`src/rtl/uart_transmitter.sv`:
```
// uart_transmitter: byte-wide valid/ready input, serial frame output.
// Frame is one start bit (0), eight data bits LSB first, then one or two
// stop bits (1). Each bit lasts CLKS_PER_BIT cycles. One byte in flight.
//
// state | meaning
// ------+----------------------------------------------------------
// IDLE  | line high, in_ready high, waiting for in_valid
// START | start bit, line low for one bit period
// DATA  | eight data bits from the shift register, LSB first
// STOP  | stop bit(s), line high; done pulses in the final cycle
module uart_transmitter #(
    parameter int CLKS_PER_BIT = 1,
    parameter int STOP_BITS    = 1
) (
    input  logic       clk_in,
    input  logic       reset,
    input  logic [7:0] in,
    input  logic       in_valid,
    output logic       in_ready,
    output logic       data_out,
    output logic       busy,
    output logic       done
);

    // Bit-period counter is at least one bit wide so CLKS_PER_BIT=1 still
    // has a legal vector; with one clock per bit it simply stays at zero.
    localparam int            CW        = (CLKS_PER_BIT > 1) ? $clog2(CLKS_PER_BIT) : 1;
    localparam logic [CW-1:0] BIT_LAST  = CW'(CLKS_PER_BIT - 1);
    localparam logic          STOP_LAST = 1'(STOP_BITS - 1);

    typedef enum logic [1:0] {
        IDLE  = 2'd0,
        START = 2'd1,
        DATA  = 2'd2,
        STOP  = 2'd3
    } state_t;

    state_t        state;
    state_t        state_d;
    logic [CW-1:0] bit_cnt;
    logic [CW-1:0] bit_cnt_d;
    logic [2:0]    bit_idx;
    logic [2:0]    bit_idx_d;
    logic          stop_cnt;
    logic          stop_cnt_d;
    logic [7:0]    shift_reg;
    logic [7:0]    shift_d;
    logic          data_out_d;
    logic          bit_end;

    // Handshake flags decode straight from the state register.
    assign in_ready = (state == IDLE);
    assign busy     = ~in_ready;

    // Next-state, datapath updates and the done pulse.
    always_comb begin
        state_d    = state;
        bit_idx_d  = bit_idx;
        stop_cnt_d = stop_cnt;
        shift_d    = shift_reg;
        done       = 1'b0;
        bit_end    = (bit_cnt == BIT_LAST);

        unique case (state)
            IDLE: begin
                if (in_valid && in_ready) begin
                    state_d    = START;
                    shift_d    = in;
                    bit_idx_d  = 3'd0;
                    stop_cnt_d = 1'b0;
                end
            end
            START: begin
                if (bit_end) begin
                    state_d   = DATA;
                    bit_idx_d = 3'd0;
                end
            end
            DATA: begin
                if (bit_end) begin
                    shift_d = {1'b0, shift_reg[7:1]};
                    if (bit_idx == 3'd7) begin
                        state_d   = STOP;
                        bit_idx_d = 3'd0;
                    end else begin
                        bit_idx_d = bit_idx + 3'd1;
                    end
                end
            end
            STOP: begin
                if (bit_end) begin
                    if (stop_cnt == STOP_LAST) begin
                        state_d    = IDLE;
                        stop_cnt_d = 1'b0;
                        done       = 1'b1;
                    end else begin
                        stop_cnt_d = ~stop_cnt;
                    end
                end
            end
            default: begin
                state_d = IDLE;
            end
        endcase

        // Counter restarts at every bit boundary and on every state change.
        if ((state_d != state) || bit_end || (state == IDLE)) begin
            bit_cnt_d = '0;
        end else begin
            bit_cnt_d = bit_cnt + CW'(1);
        end

        // Line value for the next cycle, so data_out leaves a flop.
        unique case (state_d)
            START:   data_out_d = 1'b0;
            DATA:    data_out_d = shift_d[0];
            default: data_out_d = 1'b1;
        endcase
    end

    // State, counters, shift register and registered serial line.
    always_ff @(posedge clk_in or posedge reset) begin
        if (reset) begin
            state     <= IDLE;
            bit_cnt   <= '0;
            bit_idx   <= 3'd0;
            stop_cnt  <= 1'b0;
            shift_reg <= 8'h00;
            data_out  <= 1'b1;
        end else begin
            state     <= state_d;
            bit_cnt   <= bit_cnt_d;
            bit_idx   <= bit_idx_d;
            stop_cnt  <= stop_cnt_d;
            shift_reg <= shift_d;
            data_out  <= data_out_d;
        end
    end

endmodule

```
`config.mk`:
```
export PLATFORM = sky130hd
export DESIGN_NAME = uart_transmitter
export DESIGN_NICKNAME = d
export VERILOG_FILES = /design/src/rtl/uart_transmitter.sv
export SDC_FILE = /design/constraint.sdc
export NUM_CORES = 1
export LEC_CHECK = 0
export ABC_CLOCK_PERIOD_IN_PS = 2040
export CAP_MARGIN = 10
export CELL_PAD_IN_SITES_DETAIL_PLACEMENT = 0
export CELL_PAD_IN_SITES_GLOBAL_PLACEMENT = 2
export CORE_MARGIN = 3
export CORE_UTILIZATION = 38
export DETAILED_ROUTE_END_ITERATION = 10
export DONT_BUFFER_PORTS = 1
export HOLD_SLACK_MARGIN = 0.06
export PLACE_DENSITY = 0.77
export SLEW_MARGIN = 20
export SYNTH_ARGS = -nofsm -noshare
export SYNTH_HDL_FRONTEND = slang
export SYNTH_SLANG_ARGS = --single-unit
```
`constraint.sdc`:
```
create_clock -name clk_in -period 2.04 [get_ports clk_in]
set_clock_uncertainty 0.1 [all_clocks]
set_input_delay 0.408 -clock clk_in [delete_from_list [all_inputs] [get_ports clk_in]]
set_output_delay 0.408 -clock clk_in [all_outputs]
set_load 0.03 [all_outputs]
```
; ---- Yosys cells after proc, flatten, opt, wreduce, memory -nomap -nowiden
; Cells that the tools add are included.
[totals]
word_cells = 57
regBits = 16
mem_count = 0
romBits = 0
latchBits = 0
ramBits = 0
[classes]
order_cmp = 0
n_reduce_logical = 10
bitwise = 3
mux = 24
n_shift = 0
eq_ne = 11
n_addsub = 2
mul = 0
div_mod_pow = 0
[ops]
columns = operator, n
row1 = $mux W8, 2
row2 = $pmux W8 S2, 1
row3 = $mux W2, 6
row4 = $mux W3, 4
row5 = $pmux W3 S3, 1
row6 = $pmux W2 S4, 1
row7 = $mux W1, 7
row8 = $eq A2 B2 Y1 const B, 3
row9 = $ne A2 B2 Y1 const B, 3
row10 = $reduce_and A3 Y1, 2
row11 = $eq A2 B1 Y1 const B, 2
row12 = $pmux W1 S2, 2
row13 = $reduce_and A4 Y1, 1
row14 = $reduce_bool A2 Y1, 2
row15 = $add A3 B1 Y3 const B, 1
row16 = $eq A3 B3 Y1 const B, 1
row17 = $not A1 Y1, 3
row18 = $reduce_bool A3 Y1, 1
row19 = $logic_not A2 Y1, 1
row20 = $logic_or A1 B1 Y1, 2
row21 = $ne A2 B1 Y1 const B, 1
row22 = $ne A2 B2 Y1, 1
row23 = $add A1 B1 Y1 const B, 1
row24 = $logic_and A1 B1 Y1, 1

; ---- Longest topological paths before layout
; Gate-level depths: netlist (run 1).
[logic_depth]
depth_word = 8
ltp_mapped = 5

; ---- Worst setup path before layout (run 1)
; Ideal clock, no wire load.
[synth_path]
path_type = register to output
start = register state[0]
end = output port done
arrival_time_ps = 1118
path_stages_with_launch = 4
path_slack_ps = 414
cell_sequence = dfrtp_1 buf_6 or2b_1 nor2_1
[synth_via]
elab_chain_cells = 2
[synth_rtl]
columns = item, line_no
row1 = start: declaration, 38  ; state_t state;
row2 = start signal: assignment, 131  ; state <= state_d;
row3 = $eq A2 B2 Y1, 64  ; unique case (state)
row4 = $mux W1, 64
row5 = end: declaration, 22  ; output logic done
; No other way between the ends.

; ---- Worst setup path in the final report (run 1)
[layout_path]
start = register state[0]
end = output port busy
[layout_via]
elab_chain_cells = 2
[layout_rtl]
columns = item, line_no
row1 = $logic_not A2 Y1, 52  ; assign in_ready = (state == IDLE);
row2 = $not A1 Y1, 53  ; assign busy = ~in_ready;
row3 = end: declaration, 21  ; output logic busy,
; No other way between the ends.

==> impl_metrics.toml, run 1 <==
[synthesis]
ys_seq_area_share_pct = 50.59
synth_top_family_by_area = "compound AO/OA/AOI/OAI gates"
synth_compound_area_share_pct = 20.84
synth-simple-area-share_pct = 15.63
yosysWarnings = 0
synth_largest_area_cell = "dfrtp_1"
synth_top_flop_cell = "dfrtp_1"
synth_cells = 64
synth_edf_count = 0
synth_area_leaders = "dfrtp_1, a221o_1, and3_1"
synth_adder_area_share_pct = 3.361
synth_mux_area_share_pct = 1.345
synthArstFlopShare_pct = 100.0
syn_area_um2 = 744.5
post_synth.cell_area_avg_um2 = 11.63
synthesis.nets = 77
ys_types = 30
ys_ff_latch = 15
yosys.area_share.xor_xnor_pct = 1.176
synth_top_cell_area_share_pct = 47.06

[clock_network]
clk_latency_ns = 0.28
clkTransAtPathRegs_ns = 0.09
h-tree-depth = 1
numCtsBuffers = 3
cts_sinks = 15
cts_tree = "built"
cts_buffer_depth = 2
cts-root-buf = "clkbuf_4"

[floorplan]
core_area_um2 = 1783
fp.dieW_um = 50.26
die-height_um = 50.26
rows = 15
ios = 15
start_util_pct = 41.75
dieArea_um2 = 2526

[detailed_routing]
detail-route-antenna-nets = 0
drt_iter0_markers = 13
vias = 515
drc = 0
wl_um = 1337
wl_per_cell_um = 14.22
viasPerCell = 5.479
drt_first_pass_iters = 4

[finish]
diodes = 0
finalNonFillerCells = 94
num-nets-final = 83
drive_above_1_share_pct = 17.39
area_growth_pct = 8.739
largest_register_ffs = 8

[grt]
track_usage_pct = 12.83
antenna_found_initial = 0
grt_overflow_total = 0
grt_max_degree = 16
first_global_vias = 526
grt_pass1_wl_um = 2366

[setup_path]
start_kind = "flip-flop"
path_max_fanout = 12
setup.reg_to_reg.worst_slack_ns = 0.41
cp-end-kind = "output pin"
cp.required_ns = 1.53
crit_type = "flip-flop to output pin"
worstPathArrival_ns = 1.34

[place]
dp_cells = 89
port_buffers = 0
hpwl_um = 992.4
finalWeightedCongestion = 0.7001

[hold_path]
min_path_type = "input pin to flip-flop"

[power_and_ir_drop]
p_leak_uw = 0.0003984
p_switching_uw = 483.3
netSwitchingFraction_pct = 39.19
internal_power_uw = 749.8
power_density_nw_per_um2 = 1523
ir_drop_mv = 0.7880
power_uw = 1233
pwr-share-seq_pct = 44.5
p_comb_share_pct = 42.4
power_frac_clock_pct = 13.1

[flow_run]
maxCapViolCount = 0

[sta]
final.period_utilization_pct = 90.75
finalCriticalPeriod_ns = 1.851
rsz0062_at_grt = "false"
totalNegativeSetupSlack_ns = 0
tightest_slew_ns = 0.7346
setup_violations = 0
hold_viol = 0
fmax_mhz = 540.1
final-max-slew-violation-count = 0
slew-limit-headroom_pct = 50.41

[run_status]
status = "finished clean"
[synth_stat cells (2+ instances only)]
| cell type | count |
|---|---|
| a221o_1 | 6 |
| a22o_1 | 2 |
| a31oi_1 | 2 |
| and3_1 | 6 |
| buf_6 | 2 |
| dfrtp_1 | 14 |
| ha_1 | 2 |
| inv_1 | 4 |
| nand2_1 | 2 |
| nand2b_1 | 2 |
| nor2_1 | 2 |
| o21ai_0 | 2 |
[area by class of cell]
| type | instances | area [µm²] |
|---|---|---|
| Multi-Input combinational cell | 41 | 319.1 |
| Timing Repair Buffer | 5 | 40.04 |
| Clock inverter | 1 | 5.005 |
| Tap cell | 25 | 31.28 |
| Clock buffer | 3 | 22.52 |
| Inverter | 4 | 15.01 |
| Sequential cell | 15 | 376.6 |
| Fill cell | 175 | 973.4 |
[cells by family after synthesis]
group                      after synthesis
AOI/OAI and AO/OA                       19
xor gates and xnor gates                 1
adders and majority gates                2
buffers and inverters                    8
DFF                                     15
muxes                                    1
other                                    1
and+or+nand+nor                         17
[what timing repair did]
action	CTS	global route
hold buffers	1	0
resized for setup	0	0
hold endpoints to repair	14	0
setup buffers	0	0
[worst max-delay path, cell delays in order, from the launching register on]
cell     delay (ns)
dfrtp_1        0.48
nor2_1         0.12
buf_4          0.24
inv_1          0.06
buf_4          0.16
[metal layers]
| layer | wire length, µm | vias up | track usage (%) | share of wire, % |
|---|---|---|---|---|
| li1 | - | 252 | - | - |
| met1 | 632 | 248 | 15.54 | 47 |
| met2 | 600 | 13 | 19.13 | 45 |
| met3 | 95 | 2 | 8.012 | 7.1 |
| met4 | 9 | 0 | 2.765 | 0.67 |
| met5 | 0 | - | 0 | 0 |
[power by group through the flow]
stage | clock, µW | sequential [µW] | combinational, µW
global placement | 0 | 555 | 513
detailed placement | 0 | 555 | 521
floorplan | 0 | 505 | 484
global route | 190 | 565 | 581
finish | 161 | 549 | 523
CTS | 173 | 549 | 528
[path summary, 6_finish.rpt]
kind | start | endpoint | cells after the start
min in group asynchronous | reset | shift_reg[4] | 2
setup reg to reg | state[0] | shift_reg[2] | 3
hold reg to reg | shift_reg[7] | shift_reg[7] | 1
max in group asynchronous | reset | data_out | 2
setup / recovery | state[0] | busy | 4
hold / removal | in_valid | shift_reg[7] | 1
[through the flow]
step,area [µm²],utilization (%),hold WS [ns],worst slack (ns)
after floorplan,744.5,-,0.2088,0.4142
after global placement,772.0,43.30,0.2776,0.4503
after detailed placement,772.0,43.30,0.2781,0.4278
after CTS,809.5,45.40,0.1707,0.1651
after global routing,809.5,45.40,0.1702,0.07577
final,809.5,45.40,0.1832,0.1886
[cells in the final DEF (no fill, tap or decap), types with 2 or more instances in the layout]
cell	instances
dfrtp_1	14
nor2_1	2
nand2_1	2
o21ai_0	2
buf_4	4
and3_1	6
a31oi_1	2
nand2b_1	2
inv_1	4
a221o_1	6
a22o_1	2
clkbuf_4	3
ha_1	2
No activity file was read; power rests on OpenSTA's default activity.
==> inputs of run 2 (changes only) <==
- GPL_ROUTABILITY_DRIVEN: unset -> 0
==> results of run 2 <==
Same layout as run 1: the final DEF is identical, and so are final timing and power.
==> inputs of run 3 (changes only) <==
- ABC_CLOCK_PERIOD_IN_PS: 2040 -> 2200
- CORE_UTILIZATION: 38 -> 41
- HOLD_SLACK_MARGIN: 0.06 -> unset
- PLACE_DENSITY: 0.77 -> 0.82
- clock period: 2.04 -> 2.2 ns (I/O delays scaled with it)
==> impl_metrics.toml, run 3 (synthesis results as in run 1) <==
[run_status]
status = "finished clean"

[power_and_ir_drop]
power_density_nw_per_um2 = 1405
ir_drop_mv = 0.5454
p_comb_share_pct = 39.8
p_leak_uw = 0.0003908
power_uw = 1123
internal_power_uw = 685.3
netSwitchingFraction_pct = 38.99
power_frac_clock_pct = 13.7
pwr-share-seq_pct = 46.5
p_switching_uw = 437.9

[detailed_routing]
viasPerCell = 5.402
wl_um = 1293
drt_first_pass_iters = 4
drt_iter0_markers = 6
drc = 0
detail-route-antenna-nets = 0
vias = 497
wl_per_cell_um = 14.05

[finish]
fin_util_pct = 49.61
final_area_um2 = 799.5
fillers = 154
drive_above_1_share_pct = 14.71
largest_register_ffs = 8
ff_latch_area_um2 = 376.6
area_growth_pct = 7.395
layout_commonest_cell = "dfrtp_1"
num-nets-final = 82
multi_input_area_um2 = 319.1
diodes = 0
layout_common_cells = "dfrtp_1, and3_1, a221o_1"

[sta]
tightest_slew_ns = 0.6249
final-max-slew-violation-count = 0
finalCriticalPeriod_ns = 1.953
hold_viol = 0
final.period_utilization_pct = 88.76
setup_violations = 0
fmax_mhz = 512.1
totalNegativeSetupSlack_ns = 0
rsz0062_at_grt = "false"
setup_ws_ns = 0.2474
slew-limit-headroom_pct = 57.81

[floorplan]
rows = 14
die-height_um = 48.61
dieArea_um2 = 2363
start_util_pct = 46.20
fp.dieW_um = 48.61
ios = 15
core_area_um2 = 1612

[clock_network]
clk_latency_ns = 0.28
cts-root-buf = "clkbuf_4"
clkTransAtPathRegs_ns = 0.09
cts_buffer_depth = 2
cts_post_setup_buffers_inserted = 0
h-tree-depth = 1
numCtsBuffers = 3
cts_tree = "built"
cts_sinks = 15

[grt]
grt_pass1_wl_um = 2173
antenna_found_initial = 0
grt_overflow_total = 0
grt_max_degree = 16
first_global_vias = 473
track_usage_pct = 12.26

[setup_path]
cp-end-kind = "output pin"
slowest_stage = "dfrtp_1"
cp.required_ns = 1.66
start_kind = "flip-flop"
critPathMaxStageDelay_ns = 0.50
crit_chain = "nor2_1 -> buf_4"
crit_type = "flip-flop to output pin"
path_max_fanout = 11
worstPathArrival_ns = 1.41

[place]
hpwl_um = 936
place_ws_ns = 0.5260
place_area_um2 = 763.2
port_buffers = 0

[hold_path]
min_path_type = "input pin to flip-flop"

[flow_run]
maxCapViolCount = 0
[run 3: repair_timing]
| action | in CTS | in global routing |
|---|---|---|
| hold buffers | 1 | 0 |
| endpoints found under the setup margin | 0 | 0 |
| endpoints found under the hold margin | 8 | 0 |
| gates resized for setup | 0 | 0 |
[run 3: area by class of cell]
class                      count  share of cell area, %
clock buffer                   4                  3.286
tap                           24                  3.756
sequential                    15                  47.10
inverter                       4                  1.878
multi-input combinational     41                  39.91
timing repair buffer           4                  4.069
[run 3: metrics by stage]
stage | std cells | hold WS (ns)
3_3_place_gp | 87 | 0.3052
2_1_floorplan | 64 | 0.2408
4_1_cts | 92 | 0.2034
6_report | 92 | 0.2124
3_5_place_dp | 87 | 0.3036
5_1_grt | 92 | 0.2140
[run 3: path summary, 6_finish.rpt]
path,slack [ns],endpoint,startpoint,cells after the start
min reg2reg,0.40,shift_reg[7],shift_reg[7],1
max reg2reg,0.52,shift_reg[5],state[1],3
min in group asynchronous,0.54,shift_reg[3],reset,2
min,0.21,shift_reg[0],in_valid,2
max in group asynchronous,1.09,data_out,reset,2
max,0.25,in_ready,state[1],2
[run 3: power by group through the flow]
| stage | Combinational, µW | Sequential, µW | Clock, µW |
|---|---|---|---|
| global placement | 449 | 525 | 0 |
| floorplan | 449 | 468 | 0 |
| global route | 498 | 537 | 175 |
| finish | 447 | 522 | 154 |
| detailed placement | 449 | 526 | 0 |
| CTS | 450 | 521 | 160 |
[run 3: layer usage]
layer  up-vias  global-route usage (%)  routed length (µm)
met4         0                   4.265                  10
met2        16                   17.19                 559
met1       229                   15.58                 619
met3         2                   7.055                 105
li1        250                       -                   -
met5         -                       0                   0
[run 3: worst max-delay path: cells and delay by family, from the launching register on]
kind | cells | cell delay (ns)
flip-flops | 1 | 0.50
buffers and inverters | 1 | 0.27
AND/OR/NAND/NOR | 1 | 0.36
